$ cat config.mk
export PLATFORM = sky130hd
export DESIGN_NAME = bloom_filter_mk
export DESIGN_NICKNAME = d
export VERILOG_FILES = /design/src/rtl/bloom_filter_mk.sv
export SDC_FILE = /design/constraint.sdc
export NUM_CORES = 2
export LEC_CHECK = 0
export CAP_MARGIN = 30
export CORE_MARGIN = 3
export CORE_UTILIZATION = 63
export CTS_BUF_LIST = sky130_fd_sc_hd__clkbuf_16
export DETAILED_ROUTE_END_ITERATION = 10
export GPL_TIMING_DRIVEN = 0
export PLACE_DENSITY = 0.8
export SLEW_MARGIN = 40
export SYNTH_ARGS = -nofsm -noshare
export SYNTH_HDL_FRONTEND = slang
export SYNTH_SLANG_ARGS = --single-unit
$ cat constraint.sdc
create_clock -name clk -period 4.7 [get_ports clk]
set_input_delay 0.94 -clock clk [delete_from_list [all_inputs] [get_ports clk]]
set_output_delay 0.94 -clock clk [all_outputs]
set_load 0.005 [all_outputs]
$ cat src/rtl/bloom_filter_mk.sv
// K-probe Bloom filter over a 32-bit-word bit array: query/insert requests, double-hashed probes,
// serial read-modify-write per probe, and a word-per-cycle clear sweep on reset or request.
module bloom_filter_mk #(
    parameter int          KEY_W  = 72,
    parameter int          M_LOG2 = 10,
    parameter int          K      = 3,
    parameter logic [31:0] SEED   = 32'hdeadbef8
) (
    input  logic             clk,
    input  logic             reset,
    input  logic             in_valid,
    output logic             in_ready,
    input  logic [KEY_W-1:0] in_key,
    input  logic             in_op,
    input  logic             clear_req,
    output logic             clear_busy,
    output logic             out_valid,
    input  logic             out_ready,
    output logic             out_hit,
    output logic             out_op,
    output logic [15:0]      n_inserts,
    output logic [2:0]       state_dbg
);

    localparam int D  = 2 ** (M_LOG2 - 5);
    localparam int AW = (M_LOG2 > 5) ? (M_LOG2 - 5) : 1;
    localparam int PW = (K > 1) ? $clog2(K) : 1;

    typedef enum logic [2:0] {
        S_CLEAR = 3'd0,
        S_IDLE  = 3'd1,
        S_HASH  = 3'd2,
        S_PRD   = 3'd3,
        S_PCHK  = 3'd4,
        S_RESP  = 3'd5
    } state_t;

    state_t            state;
    logic [31:0]       a, b, c;
    logic [31:0]       a_n, b_n, c_n;
    logic [2:0]        step;
    logic [PW-1:0]     probe;
    logic [M_LOG2-1:0] idx, h2;
    logic              op, hit, clr_pend;
    logic [AW-1:0]     clr_cnt;
    logic [95:0]       key96;

    logic [31:0]       mem [D];
    logic [31:0]       rdata;
    logic [AW-1:0]     wa;
    logic [4:0]        bit_sel;
    logic              probe_bit;
    logic              mem_we;
    logic [AW-1:0]     mem_wa;
    logic [31:0]       mem_wd;

    function automatic logic [31:0] rol(input logic [31:0] x, input int n);
        return (x << n) | (x >> (32 - n));
    endfunction

    // Handshakes: a request transfers on a cycle with in_valid && in_ready; a response transfers on a
    // cycle with out_valid && out_ready. out_valid/out_hit/out_op hold steady until that transfer.
    assign in_ready  = (state == S_IDLE) && !clr_pend && !clear_req;
    assign state_dbg = state;

    always_comb begin
        key96 = '0;
        key96[KEY_W-1:0] = in_key;
    end

    always_comb begin
        a_n = a;
        b_n = b;
        c_n = c;
        case (step)
            3'd0:    c_n = (c ^ b) - rol(b, 14);
            3'd1:    a_n = (a ^ c) - rol(c, 11);
            3'd2:    b_n = (b ^ a) - rol(a, 25);
            3'd3:    a_n = (a ^ c) - rol(c, 4);
            3'd4:    b_n = (b ^ a) - rol(a, 14);
            3'd5:    c_n = (c ^ b) - rol(b, 24);
            default: ;
        endcase
    end

    generate
        if (M_LOG2 > 5) begin : g_wa
            assign wa = idx[M_LOG2-1:5];
        end else begin : g_wa_single
            assign wa = '0;
        end
    endgenerate

    assign bit_sel   = idx[4:0];
    assign probe_bit = rdata[bit_sel];

    always_comb begin
        mem_we = 1'b0;
        mem_wa = wa;
        mem_wd = rdata | (32'd1 << bit_sel);
        if (state == S_CLEAR) begin
            mem_we = 1'b1;
            mem_wa = clr_cnt;
            mem_wd = '0;
        end else if (state == S_PCHK && op) begin
            mem_we = 1'b1;
        end
        if (reset) mem_we = 1'b0;
    end

    // Single-ported array: the only read is issued from PRD, writes come from CLEAR and PCHK.
    always_ff @(posedge clk) begin
        if (mem_we) mem[mem_wa] <= mem_wd;
        if (state == S_PRD) rdata <= mem[wa];
    end

    always_ff @(posedge clk) begin
        if (reset) begin
            state      <= S_CLEAR;
            clr_cnt    <= '0;
            clear_busy <= 1'b1;
            clr_pend   <= 1'b0;
            out_valid  <= 1'b0;
            out_hit    <= 1'b0;
            out_op     <= 1'b0;
            n_inserts  <= '0;
            step       <= '0;
            probe      <= '0;
            op         <= 1'b0;
            hit        <= 1'b0;
            a          <= '0;
            b          <= '0;
            c          <= '0;
            idx        <= '0;
            h2         <= '0;
        end else begin
            if (clear_req && state != S_IDLE) clr_pend <= 1'b1;
            case (state)
                S_CLEAR: begin
                    clr_cnt <= clr_cnt + 1'b1;
                    if (clr_cnt == AW'(D - 1)) begin
                        state      <= S_IDLE;
                        clear_busy <= 1'b0;
                    end
                end
                S_IDLE: begin
                    if (clear_req || clr_pend) begin
                        state      <= S_CLEAR;
                        clr_cnt    <= '0;
                        clear_busy <= 1'b1;
                        clr_pend   <= 1'b0;
                    end else if (in_valid) begin
                        a     <= SEED + key96[95:64];
                        b     <= SEED + key96[63:32];
                        c     <= SEED + key96[31:0];
                        op    <= in_op;
                        hit   <= 1'b1;
                        step  <= '0;
                        state <= S_HASH;
                    end
                end
                S_HASH: begin
                    a    <= a_n;
                    b    <= b_n;
                    c    <= c_n;
                    step <= step + 3'd1;
                    if (step == 3'd5) begin
                        // Only the low M_LOG2 bits of h1 + i*h2 matter, so the running index wraps there.
                        idx   <= c_n[M_LOG2-1:0];
                        h2    <= b_n[M_LOG2-1:0] | M_LOG2'(1);
                        probe <= '0;
                        state <= S_PRD;
                    end
                end
                S_PRD: state <= S_PCHK;
                S_PCHK: begin
                    hit <= hit & probe_bit;
                    idx <= idx + h2;
                    if (probe == PW'(K - 1)) begin
                        out_valid <= 1'b1;
                        out_hit   <= hit & probe_bit;
                        out_op    <= op;
                        state     <= S_RESP;
                    end else begin
                        probe <= probe + 1'b1;
                        state <= S_PRD;
                    end
                end
                S_RESP: begin
                    if (out_ready) begin
                        out_valid <= 1'b0;
                        state     <= S_IDLE;
                        if (out_op && !out_hit && n_inserts != 16'hffff)
                            n_inserts <= n_inserts + 16'd1;
                    end
                end
                default: state <= S_CLEAR;
            endcase
        end
    end

endmodule

==> reports/summary.txt <==
Max H-tree Level -> 3
Hold Worst Slack -> 530 ps
CTS tree -> done
Final nets -> 4031
DRC Markers -> 0
Seq/Total Area, Yosys -> 63.0%
Hold buffers post-CTS -> 0
Vias in the first global route -> 38.9k
Global Route Usage Sum -> 46.3%
# fillers -> 4765
Syn_nets -> 3738
Part of the cycle the worst path needs -> 105%
Final Power -> 21.6 mW
Die width -> 302 um
Leakage power -> 23.1 nW
Inserted Clock Buffers -> 113
CP endpoint kind -> register
Critical Path Fanout Max -> 13
Syn_area_per_cell -> 15.6 um^2
Layout cells sized above 1 -> 20.4%
Placeable Area -> 0.0859 mm^2
Worst reg2reg setup slack -> -220 ps
Final Core Density -> 73.9%
Post-synth EDFFs -> 1056
Synth Flop Type -> edfxtp_1
Drt pass-1 iters -> 9
Mapped Cells -> 3541
Synth top cells by count -> edfxtp_1 (1056), mux4_2 (330), nor2_1 (276), a21oi_1 (196), xor2_1 (161)
Initial antenna violation count -> 8
Critical Path AT -> 5340 ps
Comb pwr share -> 2.3%
Yosys top cell area share -> 57.5%
Synth top area cells -> edfxtp_1 (58%), mux4_2 (13%), dfxtp_1 (5.5%)
Post-synth cell types -> 80
Worst skew pair latency -> 760 ps
Max-slew violations -> 0
Switch share -> 22.4%
Mapped Area -> 0.0551 mm^2
NetSw -> 4.83 mW
Via-to-Cell Ratio -> 7.71
Clk sinks -> 1208
Most common cell in the netlist -> edfxtp_1
P&R area growth vs syn -> 15.2%
CTS Root Cell -> clkbuf_16
Final ANT Viol Nets -> 0
Die ar. -> 0.0911 mm^2
Die H -> 302 um
Area of the multi-input gates -> 0.0200 mm^2
Status -> finished, violations left
First-iteration detailed-routing DRC count -> 6961
First-pass GRT wire length -> 292000 um
Worst VDD drop -> 0.582 mV
Top cell type by total area after synthesis -> edfxtp_1
Fmax -> 0.203 GHz
Total wire length -> 209000 um
Internal -> 16.7 mW
Post-DP HPWL -> 126000 um
Yosys reg bits -> 1208
Final setup fails -> 69
Area occupied by registers -> 0.0348 mm^2
Row count -> 107
Worst-path clk slew -> 70 ps
Num ports -> 102
Final min period -> 4920 ps
Final WS setup -> -221 ps
Routed WL per cell -> 41.1 um
Starting density of the core -> 64.2%
Max_slew headroom -> 35.3%
Critical Path RT -> 5120 ps
Port Buffers -> 98
Failing checks -> setup timing
Synth Warn # -> 0
Setup crit start kind -> register
Post-CTS Setup Repair Bufs -> 0
Critical path class -> register to register
Routability cong. -> 1.03
CTS Buffer Depth -> 3
Clock share of power -> 44.0%
Min-delay worst type -> register to register
Pin count of the biggest net entering global routing -> 33
Fin Clk Skew -> 40.5 ps
Global route total overflow -> 0
Vias -> 39.2k
Slew of the pin with the lowest slew margin -> 971 ps
Post-synth ARST share -> 0%
Max_cap viols -> 0
Final hold vios -> 0
Seq pwr share -> 53.8%
P per Cell Area -> 339 mW/mm^2
## state kept, by name, indices dropped and copies added (netlist names), 2 cells and up
| register | count |
|---|---|
| h2 | 10 |
| idx | 10 |
| step | 3 |
| b | 32 |
| a | 32 |
| state_dbg | 3 |
| c | 32 |
| mem | 1024 |
| n_inserts | 16 |
| rdata | 32 |
| clr_cnt | 5 |
| probe | 2 |
## layout make-up
cell class / count / area share (%)
Multi-Input combinational cell: 2089 / 31.5
Antenna cell: 4 / 0.0158
Clock buffer: 114 / 4.49
Sequential cell: 1208 / 54.7
Buffer: 188 / 1.28
Clock inverter: 97 / 1.20
Inverter: 55 / 0.325
Timing Repair Buffer: 179 / 4.16
Tap cell: 1144 / 2.25
## layout by cell type (no fill, tap or decap), types with 18 or more instances in the layout
cell / Yosys / final
a211oi_1: 38 / 38
a21o_1: 58 / 58
a21oi_1: 196 / 195
a221oi_1: 20 / 20
a31oi_1: 18 / 18
buf_16: 0 / 36
buf_2: 0 / 26
buf_8: 0 / 43
clkbuf_1: 151 / 94
clkbuf_16: 0 / 114
clkbuf_2: 0 / 58
clkdlybuf4s50_1: 0 / 98
clkinv_1: 1 / 36
clkinv_2: 0 / 20
dfxtp_1: 152 / 151
edfxtp_1: 1056 / 1056
ha_1: 115 / 115
inv_1: 54 / 69
mux2_2: 38 / 38
mux2i_1: 107 / 107
mux4_2: 330 / 330
nand2_1: 133 / 131
nand2b_1: 19 / 19
nand3_1: 36 / 36
nor2_1: 276 / 205
nor2_4: 0 / 65
nor2b_1: 22 / 22
nor3_1: 59 / 58
o21a_1: 23 / 23
o21ai_0: 113 / 112
xnor2_1: 65 / 65
xor2_1: 161 / 161
## logic make-up (layout without fill, tap and decap cells)
kind of cell	Yosys count	count (layout)	share of synthesized area, %
fa+ha+maj	119	119	2.75
flops	1208	1208	63.0
simple gates	640	640	5.31
other cells	0	4	0
buf+inv	244	633	1.66
xor+xnor	226	226	3.59
compound gates	629	629	7.47
mux	475	475	16.2
## stage by stage
step                setup TNS (ps)  area, um^2  setup WS (ps)  cells
floorplan                        0       55100            731   3541
global placement          -2028930       57600          -2390   4783
detailed placement           -5600       59800           -610   4864
CTS                              0       63400           14.8   5075
global route                 -77.9       63500          -77.9   5075
finish                       -7590       63500           -221   5078
## power by group through the flow
stage                     sequential [mW]  combinational (mW)  clock (mW)
final                                11.6               0.488        9.48
after global routing                 11.6               0.496        9.76
after CTS                            11.6               0.468        9.36
after detailed placement             11.8               0.450           0
after global placement               11.8               0.390           0
after floorplan                      11.8               0.199           0
## worst paths after layout
| path | startpoint | to | depth (start not counted) |
|---|---|---|---|
| max | idx[8]$_SDFFE_PP0P_ | mem[29][19]$_DFFE_PP_ | 9 |
| min | clear_busy$_SDFFE_PP1P_ | clear_busy$_SDFFE_PP1P_ | 1 |
| max reg2reg | idx[8]$_SDFFE_PP0P_ | mem[29][19]$_DFFE_PP_ | 9 |
| min reg2reg | clear_busy$_SDFFE_PP1P_ | clear_busy$_SDFFE_PP1P_ | 1 |
## worst max-delay path, stage by stage, from the launching register on
cell,delay [ps]
dfxtp_1,360
clkbuf_1,730
clkbuf_2,610
clkbuf_1,780
nand2_1,200
o21ai_0,390
nand2_1,360
nor2_4,570
buf_8,300
buf_8,240
## routing by layer
metal | global-route usage (%) | part of all wire (%)
met5 | 0 | 0.027
met2 | 70.7 | 45
met4 | 37.5 | 11
met1 | 54.1 | 30
met3 | 15.1 | 14
## repair_timing
action                     CTS  global route
gates cloned                 0             0
setup endpoints to repair   35            30
pin swaps                    0             1
gates resized for setup      8            11
(Power assumes the default switching activity.)
